--- src/rtl/mem_port_arbiter.sv ---
// Arbitrates the unified single-port memory between fetch (I) and load/store (D) with bounded I starvation.
// Define MEM_ARB_MISALIGN_TRAP_EN to block misaligned half/word accesses and report them on d_err.
module mem_port_arbiter #(
  parameter int STARVE_MAX = 3,
  parameter int CNT_W      = 2
) (
  input  logic        clk,
  input  logic        reset_n,
  input  logic        i_req,
  input  logic [31:0] i_addr,
  output logic        i_gnt,
  output logic        i_rvalid,
  output logic [31:0] i_rdata,
  input  logic        d_req,
  input  logic        d_we,
  input  logic [31:0] d_addr,
  input  logic [1:0]  d_size,
  input  logic        d_unsigned,
  input  logic [31:0] d_wdata,
  output logic        d_gnt,
  output logic        d_rvalid,
  output logic [31:0] d_rdata,
  output logic        d_err,
  output logic        m_we,
  output logic [31:0] m_a,
  output logic [31:0] m_wd,
  output logic [3:0]  m_wm,
  input  logic [31:0] m_rd
);

  typedef enum logic [1:0] {IDLE, RESP_I, RESP_D} state_t;

  state_t           state_reg, state_next;
  logic [CNT_W-1:0] starve_cnt_reg, starve_cnt_next;
  logic             force_i;
  logic             misalign;
  logic [1:0]       lo;

  logic [31:0] word_reg;
  logic [1:0]  lo_reg, size_reg;
  logic        uns_reg, we_reg, err_reg;
  logic [7:0]  byte_sel;
  logic [15:0] half_sel;
  logic [31:0] load_ext;

  assign lo      = d_addr[1:0];
  assign force_i = (starve_cnt_reg == CNT_W'(STARVE_MAX));
  assign d_gnt   = d_req && !force_i;
  assign i_gnt   = i_req && (!d_req || force_i);

`ifdef MEM_ARB_MISALIGN_TRAP_EN
  assign misalign = ((d_size == 2'b01) && lo[0]) || (d_size[1] && (lo != 2'b00));
`else
  assign misalign = 1'b0;
`endif

  // Reset gates the write so a store granted as reset asserts never lands.
  assign m_a  = d_gnt ? d_addr : i_addr;
  assign m_we = reset_n && d_gnt && d_we && !misalign;

  always_comb begin
    m_wm = 4'b1111;
    m_wd = d_wdata;
    case (d_size)
      2'b00: begin
        m_wm = 4'b0001 << lo;
        m_wd = {4{d_wdata[7:0]}};
      end
      2'b01: begin
        m_wm = 4'b0011 << {lo[1], 1'b0};
        m_wd = {2{d_wdata[15:0]}};
      end
      default: begin
        m_wm = 4'b1111;
        m_wd = d_wdata;
      end
    endcase
  end

  always_comb begin
    starve_cnt_next = starve_cnt_reg;
    if (!i_req || i_gnt)
      starve_cnt_next = '0;
    else if (!force_i)
      starve_cnt_next = starve_cnt_reg + CNT_W'(1);
  end

  always_ff @(posedge clk or negedge reset_n) begin
    if (!reset_n) begin
      state_reg      <= IDLE;
      starve_cnt_reg <= '0;
    end else begin
      state_reg      <= state_next;
      starve_cnt_reg <= starve_cnt_next;
    end
  end

  // Lane/extension info rides along with the captured word; only RESP_D uses it.
  always_ff @(posedge clk or negedge reset_n) begin
    if (!reset_n) begin
      word_reg <= '0;
      lo_reg   <= '0;
      size_reg <= '0;
      uns_reg  <= 1'b0;
      we_reg   <= 1'b0;
      err_reg  <= 1'b0;
    end else if (i_gnt || d_gnt) begin
      word_reg <= m_rd;
      lo_reg   <= lo;
      size_reg <= d_size;
      uns_reg  <= d_unsigned;
      we_reg   <= d_we;
      err_reg  <= d_gnt && misalign;
    end
  end

  always_comb begin
    byte_sel = word_reg[7:0];
    case (lo_reg)
      2'd0:    byte_sel = word_reg[7:0];
      2'd1:    byte_sel = word_reg[15:8];
      2'd2:    byte_sel = word_reg[23:16];
      default: byte_sel = word_reg[31:24];
    endcase
    half_sel = lo_reg[1] ? word_reg[31:16] : word_reg[15:0];
    case (size_reg)
      2'b00:   load_ext = {{24{!uns_reg && byte_sel[7]}}, byte_sel};
      2'b01:   load_ext = {{16{!uns_reg && half_sel[15]}}, half_sel};
      default: load_ext = word_reg;
    endcase
  end

  always_comb begin
    state_next = IDLE;
    if (i_gnt)
      state_next = RESP_I;
    else if (d_gnt)
      state_next = RESP_D;

    i_rvalid = 1'b0;
    i_rdata  = '0;
    d_rvalid = 1'b0;
    d_rdata  = '0;
    d_err    = 1'b0;
    case (state_reg)
      RESP_I: begin
        i_rvalid = 1'b1;
        i_rdata  = word_reg;
      end
      RESP_D: begin
        d_rvalid = 1'b1;
        d_err    = err_reg;
        if (!we_reg && !err_reg)
          d_rdata = load_ext;
      end
      default: ;
    endcase
  end

endmodule

--- config.mk ---
export PLATFORM = sky130hd
export DESIGN_NAME = mem_port_arbiter
export DESIGN_NICKNAME = d
export VERILOG_FILES = /design/src/rtl/mem_port_arbiter.sv
export SDC_FILE = /design/constraint.sdc
export NUM_CORES = 1
export LEC_CHECK = 0
export BUFFER_PORTS_ARGS = -buffer_cell sky130_fd_sc_hd__buf_2
export CELL_PAD_IN_SITES_DETAIL_PLACEMENT = 0
export CELL_PAD_IN_SITES_GLOBAL_PLACEMENT = 1
export CORE_UTILIZATION = 29
export CTS_BUF_LIST = sky130_fd_sc_hd__clkbuf_16
export CTS_CLUSTER_SIZE = 16
export DETAILED_ROUTE_END_ITERATION = 16
export PLACE_DENSITY_LB_ADDON = 0.1
export RECOVER_POWER = 100
export SETUP_SLACK_MARGIN = 0.4
export SYNTH_ARGS = -nofsm -noshare
export SYNTH_HDL_FRONTEND = slang
export SYNTH_SLANG_ARGS = --single-unit
--- constraint.sdc ---
create_clock -name clk -period 6.2 [get_ports clk]
set_input_delay 1.86 -clock clk [delete_from_list [all_inputs] [get_ports clk]]
set_output_delay 1.86 -clock clk [all_outputs]
set_load 0.05 [all_outputs]
## After elaboration in Yosys (flattened, before gate mapping)

Cells that the tools add are included.

- Flip-flop bits (word level): 42
- Input port bits: 136
- Word-level logic and storage cells: 49
- Output and inout port bits: 138

- Shifts and indexed selects: 2
- Add/subtract/negate cells: 1
- Equal/unequal tests: 8
- Muxes and demuxes: 15
- Reduce and logical (&&, ||, !) cells: 16

Operators by type and width:

| kind | count |
|---|---|
| $mux 32 | 4 |
| $pmux 32 s2 | 2 |
| $pmux 8 s3 | 1 |
| $mux 16 | 1 |
| $eq 2x1->1 const B | 4 |
| $mux 2 | 4 |
| $pmux 4 s2 | 1 |
| $eq 2x2->1 const B | 3 |
| $logic_and 1x1->1 | 6 |
| $logic_not 2->1 | 3 |
| $logic_not 1->1 | 4 |
| $shl 1x2->4 const A | 1 |
| $shl 2x2->4 const A | 1 |
| $logic_or 1x1->1 | 3 |
| $add 2x1->2 const B | 1 |
| $mux 1 | 2 |
| $ne 2x1->1 const B | 1 |

## Logic depth before layout (Yosys ltp)

Gate-level depths: netlist of run 1.

- Depth in word-level cells: 6
- Depth in mapped cells: 7
- Gate-level depth less buffers: 5

## Worst setup path before layout of run 1

No wires, ideal clock.

- Path type: input to output
- Start: input port d_size[0]
- End: output port m_wd[24]
- Required time: 4.340 ns
- Arrival time: 3.270 ns
- Slack: 1.070 ns
- Stages: 3
- Buffers on the path: 1
- Cell sequence: buf_2 -> mux2i_1 -> o21ai_0

- Cells in the longest elaborated chain, start to end: 2
- Elaborated cells on any way between the ends: 3
- Classes of those cells: eq/ne (1); mux (1); reduce/logical (1)

RTL lines:

| element | RTL line | RTL |
|---|---|---|
| start: declaration | 17 | `input logic [1:0] d_size,` |
| $eq 2x1->1 or $logic_not 2->1 (tied branches) | 64 | `case (d_size)` |
| $pmux 32 s2 * | 64 |  |
| end: declaration | 26 | `output logic [31:0] m_wd,` |

Every way passes the cells marked *; elsewhere a longest branch is shown, timed or not.

## Worst setup path after layout of run 1

- Start: register lo_reg[1]
- End: output port d_rdata[24]

- Cells in the longest elaborated chain, start to end: 6
- Elaborated cells on any way between the ends: 10
- Classes of those cells: eq/ne (2); mux (5); reduce/logical (3)

RTL lines:

| element | RTL line | RTL |
|---|---|---|
| start: declaration | 40 | `logic [1:0] lo_reg, size_reg;` |
| start signal: assignment | 109 | `lo_reg <= lo;` |
| $eq 2x2->1 (tied with other cells) | 119 | `case (lo_reg)` |
| $pmux 8 s3 | 119 |  |
| $logic_and 1x1->1 | 127 | `2'b00: load_ext = {{24{!uns_reg && byte_sel[7]}}, byte_sel};` |
| $pmux 32 s2 * | 126 | `case (size_reg)` |
| $mux 32 * | 153 | `if (!we_reg && !err_reg)` |
| $mux 32 * | 145 | `case (state_reg)` |
| end: declaration | 22 | `output logic [31:0] d_rdata,` |

Marks and branches as above.

==> flow_summary.toml, run 1 <==
[outcome]
status = "finished, violations left"
violations = "max-capacitance violations, max-slew violations"

[routing]
wl_per_cell_um = 15.9
first_pass_iters = 4
wirelength_mm = 11.7
viasPerCell = 4.63
drc = 0
ant_nets = 0
vias = 3412
drtIter0Drc = 167

[floorplanning]
rows = 38
start_util_pct = 30.3
ioPinCount = 274
die_y_um = 109
core-area_um2 = 11000
die_area_um2 = 12000
fp.dieW_um = 109

[cts]
cts_buffers = 5
clkSinkCount = 42
cts.repair.resized = 0
clk_latency_ns = 0.28
cts_root_buf = "clkbuf_16"
cts_hold_buf = 0
htreeDepth = 2
path_clk_slew_ns = 0.06
clockBufferDepth = 2
cts_setup_buffers = 0
cts_tree = "built"

[timing]
fin_hold_ws_ns = 0.435
rsz0062_at_grt = "false"
finalHoldViolCount = 0
setup_slack_ns = 0.698
slew_viol_final = 134
timing.setup.tns_ns = 0
fin_worst_skew_ns = 0.00589
relSlewSlack_pct = -105
finalCritPeriodShare_pct = 88.7
min_period_ns = 5.50
clock.fmax_mhz = 182
setup_viol = 0
worst_pin_slew_ns = 3.07

[synthesis]
synth.cell_area_um2 = 3350
syn_area_per_cell_um2 = 9.59
synth-edff-count = 0
yosysMostFrequentCell = "mux2_2"
synth_ff_type = "dfrtp_1"
yosys.area_share.simple_pct = 17.7
syn-num-nets = 486
ys_warn_count = 0
synth-xor-area-share_pct = 0
synth-compound-area-share_pct = 9.84
synth_fa_ha_area_share_pct = 0.374
synthMuxAreaShare_pct = 34.3
ys_seq_area_share_pct = 31.4
synthCells = 349
synth.top_cell.area_share_pct = 31.4
synth_top_family_by_area = "multiplexers"
synth_top_area_cell = "dfrtp_1"
yosysUniqueCellTypes = 35
async_flop_share_pct = 100
synth_area_leaders = "dfrtp_1 31%, mux2_2 29%, and2_1 6.2%"
synth_commonest_cells = "85 x mux2_2, 43 x nand2_1, 42 x dfrtp_1"
synth-seq-cells = 42

[finish]
n_antenna_cell = 0
largest_reg_flops = 32
area_growth_pct = 39.1
final_cells = 737
drive_above_1_share_pct = 40.5
nets = 733

[pwr]
clkPwrFrac_pct = 24.5
ir_drop_v = 0.000108
powerDensity_nw_per_um2 = 215
seq_power_share_pct = 33.0
power.internal_uw = 567
switching_share_pct = 43.4
combPwrFrac_pct = 42.6
power_leakage_uw = 0.00218
p_switching_uw = 434

[grt]
grt_overflow = 0
grt_max_degree = 43
grt.total_usage_pct = 18.8
antenna_found_initial = 0
grt_pass1_wl_mm = 17.3
first_global_vias = 3379

[placed_design]
dp_hpwl_mm = 9.56
post-place-ws_ns = 0.959
dp.cells = 729
routabilityCongestion = 0.803
numPortBuffers = 272

[hold_path]
hp-class = "reg2reg"

[worst_setup_path]
worstSetupPathType = "reg2out"
slowest_stage = "o311ai_1"
crit_buf_inv = 1
cp_data_required_time_ns = 4.34
arrival_ns = 3.64
slowest_delay_ns = 1.59
start_kind = "flip-flop"
critPathCaptureType = "output pin"
path_cells = "mux2i_1 -> nor2_1 -> o311ai_1 -> nand2_1 -> clkbuf_1"
cp_max_fo = 22
rrSetupSlack_ns = 2.54
crit_family = "compound AO/OA/AOI/OAI gates"

[run]
maxCapViolations = 4
worst reg2reg max path, stage by stage (launching register included):
cell,delay (ns)
dfrtp_1,0.35
ha_1,0.22
nor2b_4,0.18
nor2_1,2.29
mux2_2,0.49
through the flow:
stage / util [%] / instance area [um^2] / total power [uW]
final: 42.2 / 4650 / 1000
after global routing: 42.2 / 4650 / 1050
after CTS: 44.0 / 4850 / 1030
after detailed placement: 42.7 / 4710 / 781
after global placement: 42.7 / 4710 / 778
after floorplan: - / 3350 / 654
metal layers:
metal / wire length (um) / vias to the layer above / global-route usage (%) / share of wire (%)
met2: 6330 / 147 / 35.9 / 54
li1: - / 1709 / - / -
met1: 4470 / 1542 / 21.1 / 38
met4: 206 / 0 / 6.29 / 1.8
met5: 0 / - / 0 / 0
met3: 704 / 14 / 3.02 / 6.0
power groups by stage:
stage | Combinational [uW] | Clock [uW] | Sequential [uW]
2_1_floorplan | 335 | 0 | 319
3_3_place_gp | 443 | 0 | 335
3_5_place_dp | 445 | 0 | 336
4_1_cts | 446 | 253 | 331
5_1_grt | 453 | 266 | 335
6_report | 426 | 245 | 330
cell usage in the layout (no fill, tap or decap), types with 2 or more instances in the layout:
cell,count
clkbuf_16,5
a221oi_1,6
mux2i_1,19
a21o_1,2
nor2b_1,4
o21ai_0,25
nor2_1,16
and2_1,27
buf_2,145
nor3_1,2
clkbuf_1,128
nand2b_1,3
mux2_2,85
and3_1,2
nand2_1,43
dfrtp_1,42
or3_1,6
o22ai_1,8
and2_0,6
o21bai_1,2
inv_1,5
cell families (layout without fill, tap and decap cells):
| logic type | count (synthesis) | in the layout |
|---|---|---|
| AND/OR/NAND/NOR | 116 | 116 |
| multiplexers | 104 | 104 |
| AO/OA/AOI/OAI | 48 | 48 |
| flip-flops | 42 | 42 |
| buffers and inverters | 37 | 285 |
| adder cells (fa/ha/maj) | 1 | 1 |
| other | 1 | 1 |
final timing paths:
kind,cells past startpoint,startpoint,endpoint
setup / recovery,5,lo_reg[1]$_DFFE_PN0P_,d_rdata[24]
hold / removal,1,starve_cnt_reg[0]$_DFFE_PN0P_,starve_cnt_reg[0]$_DFFE_PN0P_
max in group asynchronous,2,reset_n,word_reg[19]$_DFFE_PN0P_
min in group asynchronous,2,reset_n,word_reg[11]$_DFFE_PN0P_
setup reg to reg,4,starve_cnt_reg[0]$_DFFE_PN0P_,word_reg[12]$_DFFE_PN0P_
hold reg to reg,1,starve_cnt_reg[0]$_DFFE_PN0P_,starve_cnt_reg[0]$_DFFE_PN0P_
area by class of cell:
type / instances / area, um^2
Clock buffer: 5 / 125
Fill cell: 1221 / 6380
Inverter: 4 / 15.0
Clock inverter: 3 / 12.5
Timing Repair Buffer: 273 / 1210
Multi-Input combinational cell: 270 / 2070
Sequential cell: 42 / 1050
Tap cell: 140 / 175
Note: power is estimated with default switching activity, not from simulation.
==> run 2, diff against run 1 <==
Settings changed: ABC_AREA from default to 1, ABC_CLOCK_PERIOD_IN_PS from default to 6200, CORE_UTILIZATION 29 to 27.
==> run 2 against run 1 <==
Against the previous run: the run still ends with max-capacitance violations, max-slew violations left; critical path depth rose by 3; cell count rose by 32%; core utilization fell by 4.1 points; clock power rose by 22%; die area rose by 12%; clock-buffer cell count did not move; clock skew fell by 0.0018 ns; synthesized cell count rose by 61%; largest cell class unchanged; highest routed layer unchanged.
==> flow_summary.toml, run 2 <==
[synthesis]
yosys.area_share.simple_pct = 33.0
synth-compound-area-share_pct = 22.2
synth_fa_ha_area_share_pct = 0.359
syn-num-nets = 700
synth-xor-area-share_pct = 0
ys_warn_count = 0
synth_area_leaders = "dfrtp_1 30%, nand2_1 23%, o21ai_0 11%"
synth_top_family_by_area = "simple AND/OR/NAND/NOR gates"
syn_area_per_cell_um2 = 6.18
synthCells = 563
synth.cell_area_um2 = 3480
synth_ff_type = "dfrtp_1"
async_flop_share_pct = 100
synth_commonest_cells = "212 x nand2_1, 76 x o21ai_0, 52 x inv_1"
yosysMostFrequentCell = "nand2_1"
synth-edff-count = 0
synth_top_area_cell = "dfrtp_1"
synth.top_cell.area_share_pct = 30.2
synthMuxAreaShare_pct = 0
synth-seq-cells = 42
yosysUniqueCellTypes = 27
ys_seq_area_share_pct = 30.2

[timing]
fin_hold_ws_ns = 0.446
min_period_ns = 5.59
setup_viol = 0
finalCritPeriodShare_pct = 90.1
relSlewSlack_pct = -59.0
timing.setup.tns_ns = 0
clock.fmax_mhz = 179
slew_viol_final = 43
worst_pin_slew_ns = 2.39
fin_worst_skew_ns = 0.00405
rsz0062_at_grt = "false"
finalHoldViolCount = 0
setup_slack_ns = 0.614

[finish]
nets = 937
drive_above_1_share_pct = 27.7
area_growth_pct = 38.1
layout_common_cells = "213 x nand2_1, 198 x buf_2, 80 x o21ai_0"
final_common_cell = "nand2_1"
fillCellCount = 1486
multiInputGateArea_um2 = 1870
regArea_um2 = 1050
largest_reg_flops = 32

[hold_path]
worstHoldStart = "starve_cnt_reg[0]$_DFFE_PN0P_"
holdPathStages = 1
hp-class = "reg2reg"
whs_endpoint = "starve_cnt_reg[0]$_DFFE_PN0P_"

[routing]
vias = 4401
viasPerCell = 4.52
drtIter0Drc = 238
wl_per_cell_um = 14.2
drc = 0
wirelength_mm = 13.9
first_pass_iters = 4
ant_nets = 0

[cts]
clk_latency_ns = 0.29
clkSinkCount = 42
cts_buffers = 5
cts_tree = "built"
cts_hold_buf = 0
htreeDepth = 2
cts_setup_buffers = 0
cts_root_buf = "clkbuf_16"
path_clk_slew_ns = 0.06
cts.repair.resized = 0
clockBufferDepth = 2

[worst_setup_path]
r2r-end = "word_reg[2]$_DFFE_PN0P_"
crit_buf_inv = 5
worst_r2r_path_depth = 7
arrival_ns = 3.73
worstSetupPathType = "in2out"
slowest_stage = "inv_1"
r2r-start = "starve_cnt_reg[0]$_DFFE_PN0P_"
path_cells = "buf_2 -> inv_1 -> nor2_4 -> buf_4 -> inv_1 -> nand2_1 -> o21ai_0 -> buf_2"
slowest_delay_ns = 0.84
critPathCaptureType = "output pin"
cp_data_required_time_ns = 4.34
start_kind = "input pin"
rrSetupSlack_ns = 2.56
cp_max_fo = 39
crit_family = "buffers and inverters"

[floorplanning]
start_util_pct = 27.6
core-area_um2 = 12600
die_y_um = 116
fp.dieW_um = 116
die_area_um2 = 13300
ioPinCount = 274
rows = 41

[grt]
grt_max_degree = 56
grt.total_usage_pct = 20.2
grt_pass1_wl_mm = 20.8
grt_overflow = 0
first_global_vias = 3986
antenna_found_initial = 1

[pwr]
powerDensity_nw_per_um2 = 226
ir_drop_v = 0.0000833
power_leakage_uw = 0.00268

[run]
maxCapViolations = 1

[outcome]
violations = "max-capacitance violations, max-slew violations"
status = "finished, violations left"

[placed_design]
routabilityCongestion = 0.798
post-place-ws_ns = 0.967
numPortBuffers = 272
dp_hpwl_mm = 10.7
## run 2: cell types whose count changed after synthesis, sizes merged, moves of 6 or more
cell | before | now
inv | 4 | 55
nor2 | 17 | 51
o22ai | 8 | 0
o211ai | 0 | 14
mux2 | 85 | 0
nand3 | 1 | 19
buf | 24 | 35
mux2i | 19 | 0
a21oi | 1 | 33
o21ai | 25 | 84
or3 | 6 | 0
and2 | 33 | 0
a221oi | 6 | 0
nand2 | 43 | 213
## run 2: layout make-up
| class | count | area share (%) |
|---|---|---|
| clock inverter | 3 | 0.859 |
| inverter | 55 | 4.30 |
| multi-input combinational | 420 | 38.9 |
| clock buffer | 5 | 2.60 |
| tap | 172 | 4.48 |
| sequential | 42 | 21.9 |
| antenna | 1 | 0.0521 |
| timing repair buffer | 276 | 26.9 |
## run 2: how the worst max path moves through the flow
stage | startpoint | end | slack (ns) | cells after the start
6_report | d_req | m_a[0] | 0.61 | 8
5_1_grt | d_req | m_a[22] | 0.44 | 8
4_1_cts | d_size[1] | m_wd[27] | 0.96 | 5
3_5_place_dp | d_size[1] | m_wd[27] | 0.97 | 5
3_3_place_gp | d_size[1] | m_wd[27] | 0.97 | 5
2_1_floorplan | d_req | m_a[0] | 1.0 | 5
## run 2: layer usage
metal / global-route usage (%) / share of wire [%] / wire [um]
met1: 23.6 / 41 / 5680
met2: 37.2 / 51 / 7080
met3: 3.45 / 5.3 / 736
met4: 6.93 / 2.6 / 357
met5: 0 / 0 / 0
## run 2: report_power, final
group / total [uW] / internal (uW) / switching (uW) / leakage (uW)
sequential: 319 / 297 / 22.2 / 0.000505
combinational: 469 / 109 / 359 / 0.00209
clock: 298 / 188 / 109 / 0.0000812
## run 2: cells by family after synthesis
logic type                 after synthesis
DFF                                     42
other                                    1
and+or+nand+nor                        286
buffers and inverters                  101
AOI/OAI and AO/OA                      132
adders and majority gates                1
## run 2: per-stage QoR
stage                     std cells  power [uW]  utilization [%]  instance area (um^2)
after CTS                       973        1110             39.4                  4970
after global routing            974        1150             38.1                  4810
after floorplan                 563         677                -                  3480
final                           974        1090             38.1                  4810
after global placement          965         810             38.1                  4800
after detailed placement        965         810             38.1                  4800
